### config.mk
export PLATFORM = sky130hd
export DESIGN_NAME = mpc_constraint_bound_table
export DESIGN_NICKNAME = d
export VERILOG_FILES = /design/src/rtl/mpc_constraint_bound_table.sv
export SDC_FILE = /design/constraint.sdc
export NUM_CORES = 1
export LEC_CHECK = 0
export BUFFER_PORTS_ARGS = -buffer_cell sky130_fd_sc_hd__buf_2
export CAP_MARGIN = 30
export CORE_MARGIN = 3
export CORE_UTILIZATION = 40
export DETAILED_ROUTE_END_ITERATION = 6
export MAX_ROUTING_LAYER = met4
export PLACE_DENSITY_LB_ADDON = 0.15
export SLEW_MARGIN = 15
export SYNTH_ARGS = -nofsm -noshare
export SYNTH_HDL_FRONTEND = slang
export SYNTH_SLANG_ARGS = --single-unit
### constraint.sdc
create_clock -name clk -period 2.9 [get_ports clk]
set_clock_uncertainty 0.05 [all_clocks]
set_input_delay 0.29 -clock clk [delete_from_list [all_inputs] [get_ports clk]]
set_output_delay 0.29 -clock clk [all_outputs]
set_load 0.005 [all_outputs]
### src/rtl/mpc_constraint_bound_table.sv
// Double-buffered constraint bound table: host writes the shadow bank, commit swaps banks between sweeps,
// a valid/ready stream sweeps the active bank. Define MPC_BOUND_CLAMP_EN to saturate write data to BOUND_MIN/BOUND_MAX.
module mpc_constraint_bound_table #(
  parameter int                        DATA_W    = 20,
  parameter int                        ROWS      = 8,
  parameter int                        ADDR_W    = $clog2(ROWS),
  parameter logic        [DATA_W-1:0]  INIT_EVEN = 20'hA0000,
  parameter logic        [DATA_W-1:0]  INIT_ODD  = 20'h6487F,
  parameter logic signed [DATA_W-1:0]  BOUND_MIN = 20'h80000,
  parameter logic signed [DATA_W-1:0]  BOUND_MAX = 20'h7FFFF
) (
  input  logic              clk,
  input  logic              reset,
  input  logic [ADDR_W-1:0] address0,
  input  logic              ce0,
  output logic [DATA_W-1:0] q0,
  input  logic              wr_en,
  input  logic [ADDR_W-1:0] wr_addr,
  input  logic [DATA_W-1:0] wr_data,
  input  logic              commit,
  output logic              commit_pending,
  output logic              commit_done,
  output logic              bank_sel,
  input  logic              start,
  output logic              busy,
  output logic              s_valid,
  input  logic              s_ready,
  output logic [DATA_W-1:0] s_data,
  output logic              s_last
);

`ifdef MPC_BOUND_CLAMP_EN
  localparam bit CLAMP_EN = 1'b1;
`else
  localparam bit CLAMP_EN = 1'b0;
`endif

  localparam int              PTR_W    = ADDR_W + 1;
  localparam logic [PTR_W-1:0] ROWS_P  = PTR_W'(ROWS);
  localparam logic [PTR_W-1:0] LAST_P  = PTR_W'(ROWS - 1);

  typedef logic [1:0][ROWS-1:0][DATA_W-1:0] mem_t;
  typedef enum logic {S_IDLE, S_RUN} state_t;

  function automatic mem_t init_mem();
    mem_t m;
    for (int b = 0; b < 2; b++)
      for (int r = 0; r < ROWS; r++)
        m[b][r] = (r % 2 == 0) ? INIT_EVEN : INIT_ODD;
    return m;
  endfunction

  function automatic logic [DATA_W-1:0] sat_bound(input logic signed [DATA_W-1:0] v);
    if (v > BOUND_MAX) return BOUND_MAX;
    if (v < BOUND_MIN) return BOUND_MIN;
    return v;
  endfunction

  // Bank contents are configuration-initialised and deliberately outside the reset domain.
  mem_t mem_q = init_mem();
  mem_t mem_d;

  state_t            state_q, state_d;
  logic [PTR_W-1:0]  rd_ptr_q, rd_ptr_d;
  logic              sweep_bank_q, sweep_bank_d;
  logic [DATA_W-1:0] q0_q, q0_d;
  logic [DATA_W-1:0] s_data_q, s_data_d;
  logic              s_valid_q, s_valid_d;
  logic              s_last_q, s_last_d;
  logic              commit_pending_q, commit_pending_d;
  logic              commit_done_q, commit_done_d;
  logic              bank_sel_q, bank_sel_d;
  logic              swap;
  logic              advance;
  logic [DATA_W-1:0] wr_val;

  always_comb begin
    wr_val           = CLAMP_EN ? sat_bound(wr_data) : wr_data;
    swap             = commit_pending_q && (state_q == S_IDLE) && !start;
    advance          = !s_valid_q || s_ready;

    mem_d            = mem_q;
    state_d          = state_q;
    rd_ptr_d         = rd_ptr_q;
    sweep_bank_d     = sweep_bank_q;
    s_data_d         = s_data_q;
    s_valid_d        = s_valid_q;
    s_last_d         = s_last_q;
    commit_pending_d = swap ? 1'b0 : (commit_pending_q | commit);
    commit_done_d    = swap;
    bank_sel_d       = bank_sel_q ^ swap;
    q0_d             = ce0 ? mem_q[bank_sel_q][address0] : q0_q;

    // Writes target the pre-swap shadow bank, so a same-cycle commit includes them.
    if (wr_en && ({1'b0, wr_addr} < ROWS_P))
      mem_d[~bank_sel_q][wr_addr] = wr_val;

    case (state_q)
      S_IDLE: begin
        if (start) begin
          sweep_bank_d = bank_sel_q;
          rd_ptr_d     = '0;
          state_d      = S_RUN;
        end
      end
      default: begin
        if (advance) begin
          if (rd_ptr_q < ROWS_P) begin
            s_data_d  = mem_q[sweep_bank_q][rd_ptr_q[ADDR_W-1:0]];
            s_valid_d = 1'b1;
            s_last_d  = (rd_ptr_q == LAST_P);
            rd_ptr_d  = rd_ptr_q + 1'b1;
          end else begin
            s_valid_d = 1'b0;
            s_last_d  = 1'b0;
          end
        end
        if (s_valid_q && s_ready && s_last_q)
          state_d = S_IDLE;
      end
    endcase
  end

  always_ff @(posedge clk) begin
    mem_q <= mem_d;
  end

  always_ff @(posedge clk or posedge reset) begin
    if (reset) begin
      state_q          <= S_IDLE;
      rd_ptr_q         <= '0;
      sweep_bank_q     <= 1'b0;
      q0_q             <= '0;
      s_data_q         <= '0;
      s_valid_q        <= 1'b0;
      s_last_q         <= 1'b0;
      commit_pending_q <= 1'b0;
      commit_done_q    <= 1'b0;
      bank_sel_q       <= 1'b0;
    end else begin
      state_q          <= state_d;
      rd_ptr_q         <= rd_ptr_d;
      sweep_bank_q     <= sweep_bank_d;
      q0_q             <= q0_d;
      s_data_q         <= s_data_d;
      s_valid_q        <= s_valid_d;
      s_last_q         <= s_last_d;
      commit_pending_q <= commit_pending_d;
      commit_done_q    <= commit_done_d;
      bank_sel_q       <= bank_sel_d;
    end
  end

  assign q0             = q0_q;
  assign s_data         = s_data_q;
  assign s_valid        = s_valid_q;
  assign s_last         = s_last_q;
  assign busy           = (state_q == S_RUN);
  assign commit_pending = commit_pending_q;
  assign commit_done    = commit_done_q;
  assign bank_sel       = bank_sel_q;

endmodule

==> results of run 1 <==
layer usage:
metal | GRT usage | up-vias | share of wire
li1 | - | 4023 | -
met1 | 0.306 | 5020 | 0.42
met2 | 0.350 | 392 | 0.49
met3 | 0.0362 | 78 | 0.072
met4 | 0.0628 | 0 | 0.024
met5 | - | - | 0
area by class of cell:
class                   instances  area share
flip-flops and latches        371       0.565
multi-input cells             465       0.278
inverters                       3    0.000585
clock inverters                16     0.00507
clock buffers                  62      0.0644
well taps                     525      0.0341
repair buffers                140      0.0529
flip-flops by register name, indices dropped and copies added, names as in the netlist:
name and flops:
q0 20, commit_done 1, s_last 1, commit_pending 1, rd_ptr_q 4, s_valid 1
bank_sel 1, sweep_bank_q 1, s_data 20, busy 1, mem_q 320
repair_timing:
item | 4_1_cts | 5_1_grt
gates resized for setup | 0 | 0
endpoints found under the hold margin | 29 | 0
hold buffers | 3 | 0
worst min-delay path by stage:
stage,end,cells past startpoint,startpoint
2_1_floorplan,rd_ptr_q[3]$_DFFE_PP0P_,1,start
3_3_place_gp,s_data[9]$_DFFE_PP0P_,2,reset
3_5_place_dp,s_data[9]$_DFFE_PP0P_,2,reset
4_1_cts,s_valid$_DFFE_PP0P_,4,s_ready
5_1_grt,s_valid$_DFFE_PP0P_,4,s_ready
6_report,s_valid$_DFFE_PP0P_,4,s_ready
cell families (layout without fill, tap and decap cells):
logic type | count (synthesis) | in the layout | synth area share
compound gates | 147 | 147 | 0.0627
xor+xnor | 2 | 2 | 0.00106
fa+ha+maj | 1 | 1 | 0.000757
buf+inv | 73 | 221 | 0.0243
flops | 371 | 371 | 0.658
mux | 222 | 222 | 0.228
simple gates | 93 | 93 | 0.0251
cells in the final DEF (no fill, tap or decap), types with 6 or more instances in the layout:
cell / instances
clkbuf_1: 12
nor2_1: 42
buf_12: 12
buf_4: 49
a22oi_1: 20
clkbuf_16: 45
edfxtp_1: 320
mux2i_1: 81
mux4_2: 118
clkinv_2: 6
o22ai_1: 61
nor3_2: 8
nand2_1: 16
a21oi_1: 21
o22ai_2: 19
buf_2: 76
a31oi_1: 20
clkinv_1: 8
dfrtp_1: 49
mux2_2: 19
critical path: cells and delay by family (launching register included):
kind            cells  cell delay [ns]
flops               1             0.67
mux                 1             0.52
compound gates      2             0.50
buf+inv             1             0.28
metrics by stage:
step / setup WS, ns / area, um^2 / TNS, ns / power (uW)
after floorplan: -0.266 / 16500 / -10.64 / 7660
after global placement: 0.719 / 17900 / 0 / 8690
after detailed placement: 0.712 / 17900 / 0 / 8700
after CTS: 0.713 / 19300 / 0 / 13800
after global routing: 0.662 / 19300 / 0 / 14200
final: 0.721 / 19300 / 0 / 13700
power groups by stage:
| stage | Combinational (uW) | Clock [uW] | Sequential (uW) |
|---|---|---|---|
| final | 2190 | 5120 | 6400 |
| after global routing | 2360 | 5460 | 6430 |
| after CTS | 2200 | 5220 | 6400 |
| after detailed placement | 2190 | 0 | 6500 |
| after global placement | 2190 | 0 | 6500 |
| after floorplan | 1300 | 0 | 6360 |
==> flow_metrics.tcl, run 1 <==
set metrics [dict create \
    clockBufferDepth 3 \
    ir_drop_mv 0.391 \
    nNetsFinal 1057 \
    drt-pass1-iter-count 7 \
    clk_latency_ns 0.56 \
    post_layout_nonfiller_instances 1582 \
    synthesis.nets 943 \
    cp.arrival_ns 2.55 \
    crit_chain "buf_12, mux4_2, a22oi_1, a31oi_1" \
    row_count 73 \
    core_area_um2 40300 \
    hold_violations 0 \
    initial_core_util 0.410 \
    regArea_um2 10900 \
    yosys.cell_types.count 38 \
    grt_start_max_net_pins 64 \
    comb_power_share 0.160 \
    drive_above_1_share 0.356 \
    slew_viol_final 0 \
    ys_ff_latch 371 \
    slew_headroom 0.453 \
    ant_nets 0 \
    reg2reg_depth 4 \
    cp-startpoint "sweep_bank_q$_DFFE_PP0P_" \
    post_cts_buffers 0 \
    cts_root_buffer "clkbuf_16" \
    syn-instance-count 909 \
    sequentialPowerShare 0.466 \
    finalSetupViolCount 0 \
    status "finished with violations" \
    synth_top_cell_by_area "edfxtp_1" \
    cp.required_ns 3.27 \
    slowest_stage "dfrtp_4" \
    synth_top_area_frac 0.581 \
    synthTopCellsByArea "edfxtp_1 (58%), mux4_2 (16%), dfrtp_1 (7.7%)" \
    clockPowerShare 0.374 \
    antenna_found_initial 0 \
    violations "design-rule violations" \
    grt_pass1_wl_mm 68.6 \
    wl_per_cell_um 29.8 \
    p_per_area_nw_per_um2 712 \
    multiInputGateArea_um2 5350 \
    switching_share 0.266 \
    cts_sinks 371 \
    portBuffers 78 \
    synth_ff_type "edfxtp_1" \
    power.internal_uw 10100 \
    rr_startpoint "sweep_bank_q$_DFFE_PP0P_" \
    cpPeakStageDelay_ns 0.67 \
    hpwl_mm 28.5 \
    worst_slew_pin_slew_ns 0.816 \
    cts_buffers 42 \
    switching_power_uw 3640 \
    vias 9513 \
    fin_crit_sh 0.752 \
    worst-path-max-fanout 27 \
    cp-end-kind "flip-flop" \
    final_core_util 0.478 \
    die-area_um2 43800 \
    postSynth.asyncResetShare 0.137 \
    clk_pin_slew_ns 0.06 \
    fin_crit_ns 2.18 \
    grt_overflow 0 \
    r2r_slack_ns 0.72 \
    crit_end "s_data[15]$_DFFE_PP0P_" \
    first_global_vias 9661 \
    post-synth-top-count-cell "edfxtp_1" \
    startpoint_type "flip-flop" \
    ys_top_cells_by_count "edfxtp_1 (320), mux4_2 (118), mux2i_1 (81)" \
    routed_via_density 6.01 \
    drc_errors 2 \
    syn_area_um2 16500 \
    grt.total_usage 0.223 \
    htree_num_levels 2 \
    final.fill_count 3398 \
    yosysSeqAreaShare 0.658 \
    io_pins 79 \
    criticalPathCategory "reg2reg" \
    min_path_type "in2reg" \
    yosysWarnings 0 \
    syn_avg_cell_area_um2 18.2 \
    fmax_mhz 459 \
    p_leak_uw 0.00619 \
    synth_edf_count 320 \
    place.gp.congestion 0.778 \
    dieHeight_um 209 \
    maxCapViolCount 0 \
    routed_wl_mm 47.2 \
    drtIter0Drc 926 \
    dieWidth_um 209 \
    r2r_end "s_data[15]$_DFFE_PP0P_" \
    whs_ns 0.0158 \
    rsz0062_at_grt "no" \
    dp_cells 1501 \
    cts_tree "yes" \
    area_growth_pct 16.5 \
    antenna_cells 0 \
]
(Power assumes the default switching activity.)
==> inputs of run 2 (changes only) <==
clock period = 1.8 ns   (was 2.9 ns; I/O delays follow)
==> run 2 against run 1 <==
Net effect:
- the flow now finishes without violations
- highest routed layer unchanged
- wire length increased by 3.6%
- critical path depth increased by 3
- largest power group unchanged
- global-route usage increased by 0.73 points
- worst hold slack improved by 0.023 ns
- fmax increased by 23%
- critical path type unchanged
==> flow_metrics.tcl, run 2 (synthesis gave the netlist of run 1 again) <==
set metrics [dict create \
    final_cell_mix "edfxtp_1 (320), mux4_2 (118), mux2i_1 (81), buf_2 (76), buf_4 (65)" \
    fin_crit_ns 1.77 \
    htree_num_levels 2 \
    cts_tree "yes" \
    nNetsFinal 1123 \
    setup_ws_ns 0.0267 \
    clk_latency_ns 0.56 \
    final.fill_count 3231 \
    p_per_area_nw_per_um2 1150 \
    cp-end-kind "flip-flop" \
    cp-startpoint "sweep_bank_q$_DFFE_PP0P_" \
    startpoint_type "flip-flop" \
    wl_per_cell_um 29.7 \
    clk_pin_slew_ns 0.06 \
    clockBufferDepth 3 \
    portBuffers 78 \
    dieWidth_um 209 \
    cts_sinks 371 \
    fin_crit_sh 0.985 \
    cts_buffers 41 \
    drive_above_1_share 0.393 \
    drc_errors 0 \
    p_leak_uw 0.00672 \
    path_common_cell "buf_12" \
    ir_drop_mv 0.733 \
    ant_nets 0 \
    criticalPathCategory "reg2reg" \
    slew_headroom 0.551 \
    first_global_vias 10235 \
    fmax_mhz 564 \
    io_pins 79 \
    vias 9875 \
    die-area_um2 43800 \
    crit_chain "buf_12, buf_12, buf_4, mux2i_1, o22ai_1, nor2_1, a31oi_1" \
    grt_pass1_wl_mm 70.8 \
    post-place-ws_ns -0.0263 \
    grt_overflow 0 \
    cp.arrival_ns 2.14 \
    cpPeakStageDelay_ns 0.48 \
    rr_startpoint "sweep_bank_q$_DFFE_PP0P_" \
    status "finished clean" \
    largest_reg_flops 320 \
    slew_viol_final 0 \
    place.gp.congestion 0.795 \
    antenna_found_initial 1 \
    slowest_stage "dfrtp_4" \
    final_core_util 0.509 \
    worst-path-max-fanout 12 \
    hpwl_mm 28.2 \
    regArea_um2 10900 \
    min_path_type "in2async" \
    hold_violations 0 \
    drt-pass1-iter-count 5 \
    area_growth_pct 23.9 \
    final_common_cell "edfxtp_1" \
    cp.required_ns 2.17 \
    top_register "mem_q" \
    routed_wl_mm 48.9 \
    grt_start_max_net_pins 44 \
    rsz0062_at_grt "yes" \
    core_area_um2 40300 \
    cts_root_buffer "clkbuf_16" \
    grt.total_usage 0.231 \
    maxCapViolCount 0 \
    initial_core_util 0.410 \
    worst_slew_pin_slew_ns 0.670 \
    multiInputGateArea_um2 5480 \
    finalSetupViolCount 0 \
    drtIter0Drc 916 \
    row_count 73 \
    routed_via_density 5.99 \
    dieHeight_um 209 \
]
## run 2: cell types whose count changed in the layout (fill, tap and decap cells not counted), sizes merged
cell,previous run,this run
bufinv,1,9
dlygate4sd3,3,25
diode,0,1
clkinv,14,13
clkbuf,62,54
inv,3,4
buf,137,180
## run 2: final timing paths
kind / cells past startpoint / slack (ns) / to
worst max-delay path: 7 / 0.03 / s_data[16]$_DFFE_PP0P_
worst min-delay path: 3 / 0.04 / q0[14]$_DFFE_PP0P_
worst max register to register: 7 / 0.03 / s_data[16]$_DFFE_PP0P_
worst min register to register: 2 / 0.47 / s_last$_DFFE_PP0P_
max in group asynchronous: 4 / 1.19 / sweep_bank_q$_DFFE_PP0P_
min in group clk: 3 / 0.09 / q0[7]$_DFFE_PP0P_
## run 2: final cells by class
cell class                 instances  area share
antenna                            1    0.000122
clock buffer                      52      0.0552
clock inverter                    24      0.0177
inverter                           3    0.000550
multi-input combinational        465       0.267
sequential                       371       0.532
tap                              525      0.0321
timing repair buffer             207      0.0955
## run 2: power by group
part | total [uW] | internal (uW) | leakage [uW] | switching [uW]
clock network | 9200 | 5760 | 0.000727 | 3450
registers | 10200 | 9820 | 0.00346 | 404
logic | 4090 | 1830 | 0.00253 | 2260
total | 23500 | 17400 | 0.00672 | 6110
## run 2: critical path: cells and delay by family (launching register included)
family | cells | cell delay [ns]
buf+inv | 3 | 0.49
flops | 1 | 0.48
simple gates | 1 | 0.21
mux | 1 | 0.20
compound gates | 2 | 0.20
## run 2: per-layer routing
metal	share of wire	global-route usage	vias to the layer above
met3	0.072	0.0438	84
met5	0	-	-
met1	0.43	0.323	5242
li1	-	-	4169
met2	0.48	0.351	380
met4	0.024	0.0596	0
## run 2: what timing repair did
item                                    in CTS  in global routing
buffers inserted                             0                 14
gates resized for setup                      3                 10
hold buffers                                25                  0
cloned                                       1                  2
endpoints found under the setup margin       4                 40
hold endpoints to repair                   377                  0
pin swaps                                    0                  6
## run 2: metrics by stage
step           hold WS [ns]  total power, uW  instances  setup TNS, ns  instance area, um^2
4_1_cts              0.0204            23600       1631        -0.0437                20300
3_3_place_gp         0.0570            14300       1529        -0.0359                18500
3_5_place_dp         0.0521            14300       1529        -0.0812                18500
5_1_grt              0.0299            24400       1648         -0.187                20500
6_report             0.0390            23500       1648              0                20500
2_1_floorplan         0.211            12400        909          -7.61                16700
==> inputs of run 3 (changes only) <==
REMOVE_ABC_BUFFERS = 1   (was unset)
==> run 3 against run 2 <==
Net effect:
- the flow now finishes with violations (negative setup slack)
- flip-flop and latch count unchanged
- global-route usage shrank 0.24 points
- combinational power grew 3%
- sequential power hardly changed
- fmax shrank 1.8%
- sequential share of layout area up 0.22 points
- design area fell by 0.40%
- first-iteration DRC count decreased by 2.2%
- utilization is 0.20 points lower
- critical path type unchanged
- critical endpoint is now s_data[9]$_DFFE_PP0P_
- largest power group unchanged
==> flow_metrics.tcl, run 3 (synthesis gave the netlist of run 1 again) <==
set metrics [dict create \
    violations "negative setup slack" \
    fin_crit_ns 1.81 \
    dieHeight_um 209 \
    criticalPathCategory "reg2reg" \
    routed_wl_mm 49.0 \
    worst-path-max-fanout 8 \
    regArea_um2 10900 \
    post_layout_nonfiller_instances 1653 \
    rsz0062_at_grt "yes" \
    cp.required_ns 2.15 \
    nNetsFinal 1127 \
    cp.arrival_ns 2.15 \
    grt_start_max_net_pins 40 \
    portBuffers 78 \
    dp_cells 1537 \
    status "finished with violations" \
    maxCapViolCount 0 \
    finalSetupViolCount 2 \
    fin_crit_sh 1.00 \
    final.fill_count 3246 \
    routed_via_density 5.97 \
    min_path_type "in2reg" \
    place_area_um2 18400 \
    largest_reg_flops 320 \
    htree_num_levels 2 \
    grt_overflow 0 \
    vias 9862 \
    cp-end-kind "flip-flop" \
    place.gp.congestion 0.788 \
    final_cell_mix "edfxtp_1 (320), mux4_2 (118), mux2i_1 (81), buf_2 (76), buf_4 (68)" \
    initial_core_util 0.410 \
    fmax_mhz 554 \
    drc_errors 0 \
    post-place-ws_ns -0.00692 \
    setup_ws_ns -0.00564 \
    p_per_area_nw_per_um2 1150 \
    first_global_vias 10122 \
    hpwl_mm 30.0 \
    die-area_um2 43800 \
    drive_above_1_share 0.397 \
    core_area_um2 40300 \
    worst_slew_pin_slew_ns 0.540 \
    clockBufferDepth 3 \
    cts_tree "yes" \
    wl_per_cell_um 29.7 \
    hold_violations 0 \
    cts_buffers 41 \
    top_register "mem_q" \
    drtIter0Drc 896 \
    area_growth_pct 23.4 \
    final_common_cell "edfxtp_1" \
    clk_latency_ns 0.54 \
    grt.total_usage 0.228 \
    io_pins 79 \
    p_leak_uw 0.00671 \
    clk_pin_slew_ns 0.06 \
    drt-pass1-iter-count 5 \
    multiInputGateArea_um2 5430 \
    antenna_found_initial 1 \
    startpoint_type "flip-flop" \
    ant_nets 0 \
    cts_sinks 371 \
    crit_chain "buf_12, buf_12, clkbuf_16, mux4_2, a22oi_2, a31oi_1" \
    slowest_stage "dfrtp_4" \
    row_count 73 \
    slew_viol_final 0 \
    ir_drop_mv 0.569 \
    dieWidth_um 209 \
    path_common_cell "buf_12" \
    cpPeakStageDelay_ns 0.49 \
    cts_root_buffer "clkbuf_16" \
    design_area_um2 20400 \
    grt_pass1_wl_mm 70.4 \
    slew_headroom 0.640 \
]
run 3: cell types whose count changed in the layout (fill, tap and decap cells not counted), moves of 2 or more:
cell       before  now
nor4_4          2    0
buf_4          65   68
nor4_2          0    2
clkinv_4        4    1
nor3_4          9    1
a22oi_2        10   13
buf_12         38   33
buf_6           0    4
bufinv_16       9    7
a22oi_1        10    7
nor3_2          0    8
run 3: layer usage:
| layer | share of wire | GRT usage |
|---|---|---|
| met3 | 0.074 | 0.0399 |
| met5 | 0 | - |
| met2 | 0.47 | 0.344 |
| met4 | 0.018 | 0.0515 |
| met1 | 0.44 | 0.329 |
run 3: path summary, 6_finish.rpt:
| check | startpoint | cells past startpoint | slack [ns] | end |
|---|---|---|---|---|
| max | sweep_bank_q$_DFFE_PP0P_ | 6 | -0.006 | s_data[9]$_DFFE_PP0P_ |
| min | ce0 | 3 | 0.16 | q0[10]$_DFFE_PP0P_ |
| max reg2reg | sweep_bank_q$_DFFE_PP0P_ | 6 | -0.006 | s_data[9]$_DFFE_PP0P_ |
| min reg2reg | s_last$_DFFE_PP0P_ | 2 | 0.48 | s_last$_DFFE_PP0P_ |
| max in group asynchronous | reset | 4 | 0.98 | s_data[15]$_DFFE_PP0P_ |
| min in group asynchronous | reset | 3 | 0.18 | q0[3]$_DFFE_PP0P_ |
run 3: final cells by class:
cell class / instances / share of cell area
well taps: 525 / 0.0322
repair buffers: 211 / 0.0960
clock buffers: 53 / 0.0560
flip-flops and latches: 371 / 0.534
clock inverters: 23 / 0.0150
multi-input cells: 465 / 0.266
inverters: 3 / 0.000552
diodes: 2 / 0.000245
run 3: stage by stage:
stage / total power, uW / utilization / setup TNS, ns / hold slack [ns]
final: 23400 / 0.507 / -0.00775 / 0.155
after global routing: 24200 / 0.506 / -0.158 / 0.155
after CTS: 23300 / 0.500 / 0 / 0.130
after detailed placement: 14300 / 0.457 / -0.00692 / 0.203
after global placement: 14300 / 0.457 / 0 / 0.206
after floorplan: 12200 / - / -270.97 / 0.211
run 3: repair_timing:
action / in CTS / in global routing
pin swaps: 0 / 7
hold endpoints to repair: 339 / 0
endpoints found under the setup margin: 5 / 52
buffers inserted: 0 / 11
cloned: 0 / 2
resized for setup: 2 / 20
hold buffers: 25 / 0
run 3: critical path: cells and delay by family, from the launching register on:
kind / cells / cell delay, ns
flops: 1 / 0.49
mux: 1 / 0.43
buf+inv: 3 / 0.47
compound gates: 2 / 0.22
run 3: power by group:
part / internal, uW / switching (uW)
combinational: 1890 / 2330
sequential: 9820 / 378
clock: 5520 / 3440
total: 17200 / 6140
